--- config.mk ---
export PLATFORM = sky130hd
export DESIGN_NAME = writeback_unit_flat
export DESIGN_NICKNAME = d
export VERILOG_FILES = /design/src/rtl/writeback_unit_if.sv /design/src/rtl/writeback_unit.sv /design/src/flat_wrapper.sv
export SDC_FILE = /design/constraint.sdc
export NUM_CORES = 1
export LEC_CHECK = 0
export BUFFER_PORTS_ARGS = -buffer_cell sky130_fd_sc_hd__buf_2
export CAP_MARGIN = 20
export CORE_MARGIN = 8
export CORE_UTILIZATION = 62
export DETAILED_ROUTE_END_ITERATION = 10
export PLACE_DENSITY = 0.94
export SLEW_MARGIN = 20
export SYNTH_ARGS = -nofsm -noshare
export SYNTH_HDL_FRONTEND = slang
export SYNTH_SLANG_ARGS = --single-unit
export TNS_END_PERCENT = 30
--- constraint.sdc ---
create_clock -name clock -period 7.56 [get_ports clock]
set_input_delay 0 -clock clock [delete_from_list [all_inputs] [get_ports clock]]
set_output_delay 0 -clock clock [all_outputs]
set_load 0.02 [all_outputs]
--- src/rtl/writeback_unit_if.sv ---
// Writeback channel bundle: the ALU and load-unit result producers plus the
// registered register-file write port. The master modport is the producer /
// register-file side; the slave modport is the writeback unit itself.
interface writeback_unit_if #(
  parameter int XLEN = 32
);
  // ALU result channel
  logic            alu_valid;
  logic            alu_ready;
  logic [4:0]      alu_rd;
  logic [XLEN-1:0] alu_data;

  // Load result channel
  logic            load_valid;
  logic            load_ready;
  logic [4:0]      load_rd;
  logic [XLEN-1:0] load_data;

  // Register-file write port
  logic            rf_write_enable;
  logic [4:0]      rf_write_address;
  logic [XLEN-1:0] rf_write_data;

  modport master (
    output alu_valid, alu_rd, alu_data,
    output load_valid, load_rd, load_data,
    input  alu_ready, load_ready,
    input  rf_write_enable, rf_write_address, rf_write_data
  );

  modport slave (
    input  alu_valid, alu_rd, alu_data,
    input  load_valid, load_rd, load_data,
    output alu_ready, load_ready,
    output rf_write_enable, rf_write_address, rf_write_data
  );
endinterface

--- src/rtl/writeback_unit.sv ---
// writeback_unit: in-order writeback queue between the ALU / load unit and the
// register-file write port. Load has fixed priority over ALU, at most one
// result is accepted per cycle, one registered write leaves per cycle, and a
// per-register pending bitmap is published for hazard detection.
//
// Optional feature: define WB_BYPASS_EN to let a result skip the queue and go
// straight into the write stage when the queue is empty and hold is low.
// Without it every result passes through the queue.
//
// DEPTH must be a power of two and at least 2 (pointers wrap by overflow).
module writeback_unit #(
  parameter int DEPTH = 4,
  parameter int XLEN  = 32
) (
  input  logic                   clock,
  input  logic                   reset,   // synchronous, active low
  input  logic                   hold,
  writeback_unit_if.slave        wb,
  output logic [31:0]            pending,
  output logic [$clog2(DEPTH):0] count
);

  localparam int AW = $clog2(DEPTH);
  localparam logic [AW:0] FULL_COUNT = (AW+1)'(DEPTH);

  // Queue bookkeeping. Destination registers live in flops because every
  // slot feeds the pending bitmap; data lives in an inferred RAM.
  logic [AW-1:0]   head_reg, head_next;
  logic [AW-1:0]   tail_reg, tail_next;
  logic [AW:0]     count_reg, count_next;
  logic [DEPTH-1:0] slot_valid_reg, slot_valid_next;
  logic [4:0]      slot_rd_reg  [DEPTH];
  logic [4:0]      slot_rd_next [DEPTH];
  logic [XLEN-1:0] data_mem     [DEPTH];

  // Register-file output stage
  logic            rf_en_reg, rf_en_next;
  logic [4:0]      rf_addr_reg, rf_addr_next;
  logic [XLEN-1:0] rf_data_reg;
  logic [31:0]     pending_reg, pending_next;

  // Handshake / control
  logic            full;
  logic            empty;
  logic            load_fire;
  logic            alu_fire;
  logic            in_fire;
  logic            in_write;
  logic [4:0]      in_rd;
  logic [XLEN-1:0] in_data;
  logic            deq;
  logic            enq;
  logic            bypass;
  logic [31:0]     slot_mask [DEPTH];

  assign full  = (count_reg == FULL_COUNT);
  assign empty = (count_reg == '0);

  // Ready is a function of registered occupancy only, never of a same-cycle pop.
  assign wb.load_ready = !full;
  assign wb.alu_ready  = !full && !wb.load_valid;

  assign load_fire = wb.load_valid && !full;
  assign alu_fire  = wb.alu_valid && !full && !wb.load_valid;
  assign in_fire   = load_fire || alu_fire;
  assign in_rd     = load_fire ? wb.load_rd   : wb.alu_rd;
  assign in_data   = load_fire ? wb.load_data : wb.alu_data;

  // Writes to x0 complete the handshake but are dropped here.
  assign in_write  = in_fire && (in_rd != 5'd0);
  assign deq       = !empty && !hold;

`ifdef WB_BYPASS_EN
  // Empty queue and no hold: nothing can be ahead of this result, so it may
  // enter the write stage directly without breaking ordering.
  assign bypass = in_write && empty && !hold;
`else
  assign bypass = 1'b0;
`endif

  assign enq = in_write && !bypass;

  // Next-state for queue pointers, occupancy, slot tags and the write stage.
  always_comb begin
    head_next       = head_reg;
    tail_next       = tail_reg;
    count_next      = count_reg;
    slot_valid_next = slot_valid_reg;
    for (int i = 0; i < DEPTH; i++) begin
      slot_rd_next[i] = slot_rd_reg[i];
    end
    rf_en_next   = 1'b0;
    rf_addr_next = rf_addr_reg;

    // enq and deq never touch the same slot: that would need tail==head,
    // which only happens when empty (no deq) or full (no enq).
    if (enq) begin
      tail_next                 = tail_reg + 1'b1;
      slot_valid_next[tail_reg] = 1'b1;
      slot_rd_next[tail_reg]    = in_rd;
    end
    if (deq) begin
      head_next                 = head_reg + 1'b1;
      slot_valid_next[head_reg] = 1'b0;
    end

    case ({enq, deq})
      2'b10:   count_next = count_reg + 1'b1;
      2'b01:   count_next = count_reg - 1'b1;
      default: count_next = count_reg;
    endcase

    if (deq) begin
      rf_en_next   = 1'b1;
      rf_addr_next = slot_rd_reg[head_reg];
    end else if (bypass) begin
      rf_en_next   = 1'b1;
      rf_addr_next = in_rd;
    end
  end

  // One-hot contribution of each slot as it will look after this edge.
  generate
    for (genvar gi = 0; gi < DEPTH; gi++) begin : g_slot_mask
      assign slot_mask[gi] = slot_valid_next[gi] ? (32'd1 << slot_rd_next[gi]) : 32'd0;
    end
  endgenerate

  // Pending bitmap from next state so it is a clean register with no input-to-output path.
  always_comb begin
    pending_next = rf_en_next ? (32'd1 << rf_addr_next) : 32'd0;
    for (int i = 0; i < DEPTH; i++) begin
      pending_next = pending_next | slot_mask[i];
    end
    pending_next[0] = 1'b0;
  end

  // Control and tag state; reset clears everything and wins over any handshake.
  always_ff @(posedge clock) begin
    if (!reset) begin
      head_reg       <= '0;
      tail_reg       <= '0;
      count_reg      <= '0;
      slot_valid_reg <= '0;
      for (int i = 0; i < DEPTH; i++) begin
        slot_rd_reg[i] <= 5'd0;
      end
      rf_en_reg      <= 1'b0;
      rf_addr_reg    <= 5'd0;
      pending_reg    <= 32'd0;
    end else begin
      head_reg       <= head_next;
      tail_reg       <= tail_next;
      count_reg      <= count_next;
      slot_valid_reg <= slot_valid_next;
      for (int i = 0; i < DEPTH; i++) begin
        slot_rd_reg[i] <= slot_rd_next[i];
      end
      rf_en_reg      <= rf_en_next;
      rf_addr_reg    <= rf_addr_next;
      pending_reg    <= pending_next;
    end
  end

  // Data RAM write port; stale contents are harmless because slot_valid gates use.
  always_ff @(posedge clock) begin
    if (enq && reset) begin
      data_mem[tail_reg] <= in_data;
    end
  end

  // Registered RAM read straight into the write-data stage (or the bypass path).
  always_ff @(posedge clock) begin
    if (!reset) begin
      rf_data_reg <= '0;
    end else if (deq) begin
      rf_data_reg <= data_mem[head_reg];
    end else if (bypass) begin
      rf_data_reg <= in_data;
    end
  end

  assign wb.rf_write_enable  = rf_en_reg;
  assign wb.rf_write_address = rf_addr_reg;
  assign wb.rf_write_data    = rf_data_reg;
  assign pending             = pending_reg;
  assign count               = count_reg;

endmodule
--- src/flat_wrapper.sv ---
// flat-port wrapper written by rule: the top's interface ports become plain ports
module writeback_unit_flat 
#(
  parameter int DEPTH = 4,
  parameter int XLEN  = 32
)
  (clock, reset, hold, pending, count, wb_alu_valid, wb_alu_rd, wb_alu_data, wb_load_valid, wb_load_rd, wb_load_data, wb_alu_ready, wb_load_ready, wb_rf_write_enable, wb_rf_write_address, wb_rf_write_data);
  writeback_unit_if #(.XLEN(XLEN)) wb_i ();
  input  logic clock;
  input  logic reset;
  input  logic hold;
  output logic [31:0] pending;
  output logic [$clog2(DEPTH):0] count;
  input wire logic [$bits(wb_i.alu_valid)-1:0] wb_alu_valid;
  input wire logic [$bits(wb_i.alu_rd)-1:0] wb_alu_rd;
  input wire logic [$bits(wb_i.alu_data)-1:0] wb_alu_data;
  input wire logic [$bits(wb_i.load_valid)-1:0] wb_load_valid;
  input wire logic [$bits(wb_i.load_rd)-1:0] wb_load_rd;
  input wire logic [$bits(wb_i.load_data)-1:0] wb_load_data;
  output wire logic [$bits(wb_i.alu_ready)-1:0] wb_alu_ready;
  output wire logic [$bits(wb_i.load_ready)-1:0] wb_load_ready;
  output wire logic [$bits(wb_i.rf_write_enable)-1:0] wb_rf_write_enable;
  output wire logic [$bits(wb_i.rf_write_address)-1:0] wb_rf_write_address;
  output wire logic [$bits(wb_i.rf_write_data)-1:0] wb_rf_write_data;
  assign wb_i.alu_valid = wb_alu_valid;
  assign wb_i.alu_rd = wb_alu_rd;
  assign wb_i.alu_data = wb_alu_data;
  assign wb_i.load_valid = wb_load_valid;
  assign wb_i.load_rd = wb_load_rd;
  assign wb_i.load_data = wb_load_data;
  assign wb_alu_ready = wb_i.alu_ready;
  assign wb_load_ready = wb_i.load_ready;
  assign wb_rf_write_enable = wb_i.rf_write_enable;
  assign wb_rf_write_address = wb_i.rf_write_address;
  assign wb_rf_write_data = wb_i.rf_write_data;
  writeback_unit #(.DEPTH(DEPTH), .XLEN(XLEN)) u_core (.clock(clock), .reset(reset), .hold(hold), .wb(wb_i), .pending(pending), .count(count));
endmodule
; Word level (Yosys, flattened, before mapping)
; Memories as Yosys holds them, arrays and structs flattened. A register that Yosys moved wholly into a read port is not among the register bits.
; Cells that the tools add are included.
[totals]
latchBits = 0
n_memories = 2
out_inout_bits = 75
mem_bits_rw = 148
elab_cells = 89
reg_bits = 49
inputBits = 79
mem_bits_ro = 0
[op_classes]
n_mux = 30
n_bitwise = 12
order_cmp = 6
n_mul = 0
n_reduce_logical = 19
n_addsub = 4
div_mod_pow = 0
n_eq_ne = 3
n_shift = 5
[mem_list]
columns = memory, depth, width, rd, rd_clocked_by_memory_dff, wr, line_no
row1 = u_core.data_mem, 4, 32, 1, 1, 1, writeback_unit.sv:34  ; logic [XLEN-1:0] data_mem [DEPTH];
row2 = u_core.slot_rd_reg, 4, 5, 5, 1, 4, writeback_unit.sv:32  ; logic [4:0] slot_rd_reg [DEPTH];
[ops]
columns = cell, count
row1 = 2-to-1 mux 32 bit, 6
row2 = left shift 1 x 5 -> 32 bit (first input constant), 5
row3 = OR 32 bit, 4
row4 = 2-to-1 mux 5 bit, 7
row5 = bitwise mux 20 bit, 1
row6 = 2-to-1 mux 20 bit, 1
row7 = demux 5 bit (select 2 bit), 1
row8 = logical AND 1 bit, 10
row9 = 2-to-1 mux 4 bit, 2
row10 = 2-to-1 mux 1 bit, 7
row11 = < comparator 2 x 3 -> 1 bit (second input constant), 2
row12 = one-hot mux 3 bit (2 select lines), 1
row13 = logical NOT 1 bit, 5
row14 = nonzero test 5 bit, 1
row15 = adder 2 x 1 -> 2 bit (second input constant), 2
row16 = bitwise AND 4 bit, 1
row17 = demux 1 bit (select 2 bit), 2
row18 = greater-or-equal comparator 2 x 1 -> 1 bit (second input constant), 2
row19 = 2-to-1 mux 2 bit, 2
row20 = NOT 4 bit, 1
row21 = OR 1 bit, 4
row22 = OR 4 bit, 1
row23 = adder 3 x 1 -> 3 bit (second input constant), 1
row24 = equality test 3 bit (second input constant), 1
row25 = other kinds (9), 9

; Longest topological paths before layout
[depth]
word_depth = 14
ltp_mapped = 14

; Worst setup path before layout
; OpenSTA, ideal clock, no wires.
[synth_timing]
path_kind = reg2reg
startpoint = register u_core.count_reg[2] (netlist: u_core.count[2])
endpoint = register u_core.count_reg[2] (netlist: u_core.count[2])
period_less_slack_ns = 3.189
path_slack_ns = 4.371
required_ns = 7.484
path_stages_with_launch = 15
n_path_buf = 1
setup_time_ns = 0.076
arrival_ns = 3.113
cell_sequence = dfxtp_1 nor3b_4 inv_2 buf_6 nand2_2 mux2_2 o21ai_0 a21oi_1 inv_1 ha_1 inv_1 fa_1 xor2_1 or3_1 a21boi_0
[synth_via]
elab_chain_cells = 8
elab_cells_between_ends = 18
[synth_rtl]
columns = element, line_no
row1 = from (decl), writeback_unit.sv:30  ; logic [AW:0] count_reg, count_next;
row2 = from (signal assigned), writeback_unit.sv:154  ; count_reg <= count_next;
row3 = equality test 3 bit *, writeback_unit.sv:56  ; assign full = (count_reg == FULL_COUNT);
row4 = logical NOT 1 bit *, --
row5 = net wb_load_ready, flat_wrapper.sv:21  ; output wire logic [$bits(wb_i.load_ready)-1:0] wb_load_ready;
row6 = logical AND 1 bit (on tied branches), "writeback_unit.sv:63, writeback_unit.sv:64"
row7 = 2-to-1 mux 5 bit / logical AND 1 bit (equally long branches), "writeback_unit.sv:66, writeback_unit.sv:64"
row8 = nonzero test 5 bit / logical OR 1 bit (equally long branches), "writeback_unit.sv:70, writeback_unit.sv:65"
row9 = logical AND 1 bit *, writeback_unit.sv:70  ; assign in_write = in_fire && (in_rd != 5'd0);
row10 = equality test 2 x 1 -> 1 bit / equality test 2 bit (equally long branches), writeback_unit.sv:107  ; case ({enq, deq})
row11 = one-hot mux 3 bit (2 select lines) / nonzero test 2 bit (equally long branches), --
; Mark *: on every way through the listed nets, which the timed path passes. The rest lies on a longest branch.
; A chain may end at the register's enable or synchronous reset.

; Final worst setup path
[layout_timing]
startpoint = register u_core.count_reg[2] (netlist: u_core.count[2])
endpoint = register u_core.count_reg[2] (netlist: u_core.count[2])
[layout_via]
elab_chain_cells = 8
elab_cells_between_ends = 18
[layout_rtl]
columns = element, line_no
row1 = equality test 3 bit, writeback_unit.sv:56
row2 = logical NOT 1 bit, "writeback_unit.sv:63, writeback_unit.sv:64"
row3 = logical AND 1 bit (on tied branches), "writeback_unit.sv:63, writeback_unit.sv:64"
row4 = 2-to-1 mux 5 bit / logical AND 1 bit (equally long branches), "writeback_unit.sv:66, writeback_unit.sv:64"
row5 = nonzero test 5 bit / logical OR 1 bit (equally long branches), "writeback_unit.sv:70, writeback_unit.sv:65"
row6 = logical AND 1 bit, writeback_unit.sv:70
row7 = equality test 2 x 1 -> 1 bit / equality test 2 bit (equally long branches), writeback_unit.sv:107
row8 = one-hot mux 3 bit (2 select lines) / nonzero test 2 bit (equally long branches), --
; Several ways; a longest one is shown, not always the timed one.

==> impl_metrics.toml <==
[outcome]
outcome = "complete, no violations"

[place]
gp_congestion = 1.02
detailed_place_hpwl_mm = 18.9
dpl_cell_area_sq_um = 11200
io_buffers = 152

[floorplanning]
die_h_um = 146
die_w_um = 146
core-area_sq_um = 16500
initial_core_util = 0.632
die-area_sq_um = 21200
ioPinCount = 154
rows = 47

[logic_synthesis]
seq_area_frac_synth = 0.566
synth_top_family_by_area = "multiplexers"
async_flop_share = 0
synth-compound-area-share = 0.118
yosysTopAreaCellShare = 0.370
synth_xor_area_frac = 0.00337
synth_cells = 838
synth_area_sq_um = 10400
synth-main-ff-cell = "edfxtp_1"
ys_warn_count = 0
synth_top_cell_by_area = "edfxtp_1"
synthAdderAreaFrac = 0.0128
ys_ff_latch = 230
synth.distinct_cells = 62
synthTopCellsByCount = "edfxtp_1 (128), dfxtp_1 (102), nand2_1 (100)"
synth_edf_count = 128
syn-num-nets = 927
synth-simple-area-share = 0.132
avgSynthCellArea_sq_um = 12.4
synth_mux_area_frac = 0.139
yosysMostFrequentCell = "edfxtp_1"
yosys-top-cells-area = "edfxtp_1 (37%), dfxtp_1 (20%), mux4_2 (8.0%)"

[route]
antenna_left = 0
wl_per_cell_um = 27.5
num_vias = 8759
routed_wl_mm = 35.0
drtIter0Drc = 1251
drtPass1Iterations = 9
vias_per_cell = 6.88
drc = 0

[global_route]
grt_pass1_wl_mm = 52.8
antenna_found_initial = 0
grtUsageTotal = 0.320
grt_pass1_vias = 8658
grt-ovfl-total = 0
grt_max_degree = 106

[clocking]
cts_tree = "done"
cts_buffer_depth = 3
cts_root_buffer = "clkbuf_16"
clk_transition_reported_paths_ps = 70
htreeDepth = 1
post_cts_buffers = 0
clock_latency_ps = 540
clkSinkCount = 230
cts_buffers = 24

[min_path]
hp-class = "in -> reg"
min_from = "wb_load_rd[0]"
whs_path_depth = 4
hold_end = "u_core.slot_rd_reg[1][4]"

[worst_setup_path]
r2r_start = "u_core.count[2]"
required_ps = 8010
critPathMaxFanout = 36
worstSetupPathType = "reg -> reg"
rr_endpoint = "u_core.count[2]"
worstRegToRegCells = 13
worst_setup_path_start_kind = "register"
rrSetupSlack_ps = 3280
end_kind = "register"
cp_data_arrival_time_ps = 4730

[timing]
post-route-period-util = 0.566
finalSetupTns_ps = 0
skew_ps = 14.3
finalSetupViolCount = 0
period_needed_ps = 4280
fmax_ghz = 0.234
slew_violations = 0
tightest_slew_ps = 1050
maxSlewHeadroom = 0.298
hold_viol = 0
rsz0062_at_grt = "no"

[finish]
diodes = 0
finalNetCount = 1126
area_growth_pct = 22.2
drive_above_1_share = 0.288
utilization = 0.772
largest_reg_flops = 128
stdcell_area_sq_um = 12700
fill_cells = 896

[power_and_ir_drop]
switching_share = 0.354
power.density_nw_per_um2 = 328
power.switching_mw = 1.48
p_seq_frac = 0.395
power.share.clock = 0.292
leakage_nw = 4.69
comb_power_share = 0.312
internal-power_mw = 2.70
peakVddDrop_v = 0.000399

[job]
cap_viol_max_count = 0
==> worst max-delay path, stage by stage, from the launching register on <==
cell,delay (ps)
dfxtp_1,430
nor3b_4,370
inv_2,190
nand2_2,750
mux2_2,500
o21ai_0,230
a21oi_1,200
inv_1,120
ha_1,210
inv_1,70
fa_1,410
xor2_1,180
or3_1,320
a21boi_0,210
==> final cells by class <==
cell class                 count  area, sq um  area share
inverter                      17         63.8     0.00502
clock buffer                  34          698      0.0549
sequential                   230         5890       0.463
timing repair buffer         223         1460       0.115
multi-input combinational    541         4220       0.332
clock inverter                 9          106     0.00837
tap                          220          275      0.0217
==> per-layer routing <==
metal	track usage	vias to the layer above	part of all wire
li1	-	3577	-
met1	0.376	4090	0.33
met2	0.539	904	0.48
met3	0.0768	188	0.12
met4	0.167	0	0.060
met5	0	-	0
==> per-stage QoR <==
| step | hold slack [ps] | std cells | worst slack, ps | total power [mW] |
|---|---|---|---|---|
| after floorplan | 225 | 838 | 4370 | 2.47 |
| after global placement | 337 | 1165 | 3910 | 2.75 |
| after detailed placement | 342 | 1165 | 3660 | 2.81 |
| after CTS | 19.6 | 1274 | 3520 | 4.05 |
| after global routing | 74.5 | 1274 | 3110 | 4.28 |
| final | 36.9 | 1274 | 3280 | 4.17 |
==> power by group through the flow <==
stage	logic (mW)	registers, mW	clock network (mW)
after floorplan	0.778	1.69	0
after global placement	1.12	1.63	0
after detailed placement	1.16	1.65	0
after CTS	1.23	1.63	1.19
after global routing	1.36	1.66	1.27
final	1.30	1.65	1.22
==> kinds of logic after synthesis <==
group,Yosys count
and+or+nand+nor,266
DFF,230
AOI/OAI and AO/OA,169
muxes,91
buffers and inverters,67
adders and majority gates,10
xor gates and xnor gates,4
other,1
==> timing repair <==
action / CTS / global route
gates resized for setup: 0 / 0
hold buffers: 66 / 0
endpoints found under the hold margin: 132 / 0
==> placed cells by master (no fill, tap or decap), types with 4 or more instances in the layout <==
cell type | Yosys | final
and3_1 | 9 | 6
dfxtp_1 | 102 | 100
nand3b_1 | 6 | 6
clkinv_2 | 0 | 4
and2_1 | 19 | 19
mux2_2 | 35 | 35
buf_2 | 2 | 152
nor2_1 | 33 | 33
nand2_1 | 100 | 100
clkbuf_1 | 32 | 4
o22ai_1 | 61 | 61
inv_1 | 16 | 15
or3_4 | 6 | 6
a21boi_0 | 39 | 39
o21ai_0 | 11 | 11
nor2b_1 | 11 | 11
and3_2 | 5 | 8
or3_1 | 12 | 12
mux2i_1 | 15 | 15
dlygate4sd3_1 | 1 | 66
nand3_1 | 36 | 36
ha_1 | 9 | 9
nor4_1 | 5 | 5
o31a_1 | 30 | 30
nand2b_1 | 6 | 6
a22oi_1 | 7 | 7
buf_4 | 1 | 5
o211a_1 | 5 | 5
clkbuf_8 | 0 | 6
edfxtp_1 | 128 | 128
clkbuf_16 | 0 | 24
mux4_2 | 37 | 37
==> worst max path at each step <==
stage,cells after the start,slack (ps),from,end
after floorplan,14,4370,u_core.count[2],u_core.count[2]
after global placement,13,3910,u_core.count[2],u_core.count[2]
after detailed placement,13,3660,u_core.count[2],u_core.count[2]
after CTS,13,3520,u_core.count[2],u_core.count[2]
after global routing,13,3110,u_core.count[2],u_core.count[2]
final,13,3280,u_core.count[2],u_core.count[2]
No activity file was read; power rests on OpenSTA's default activity.
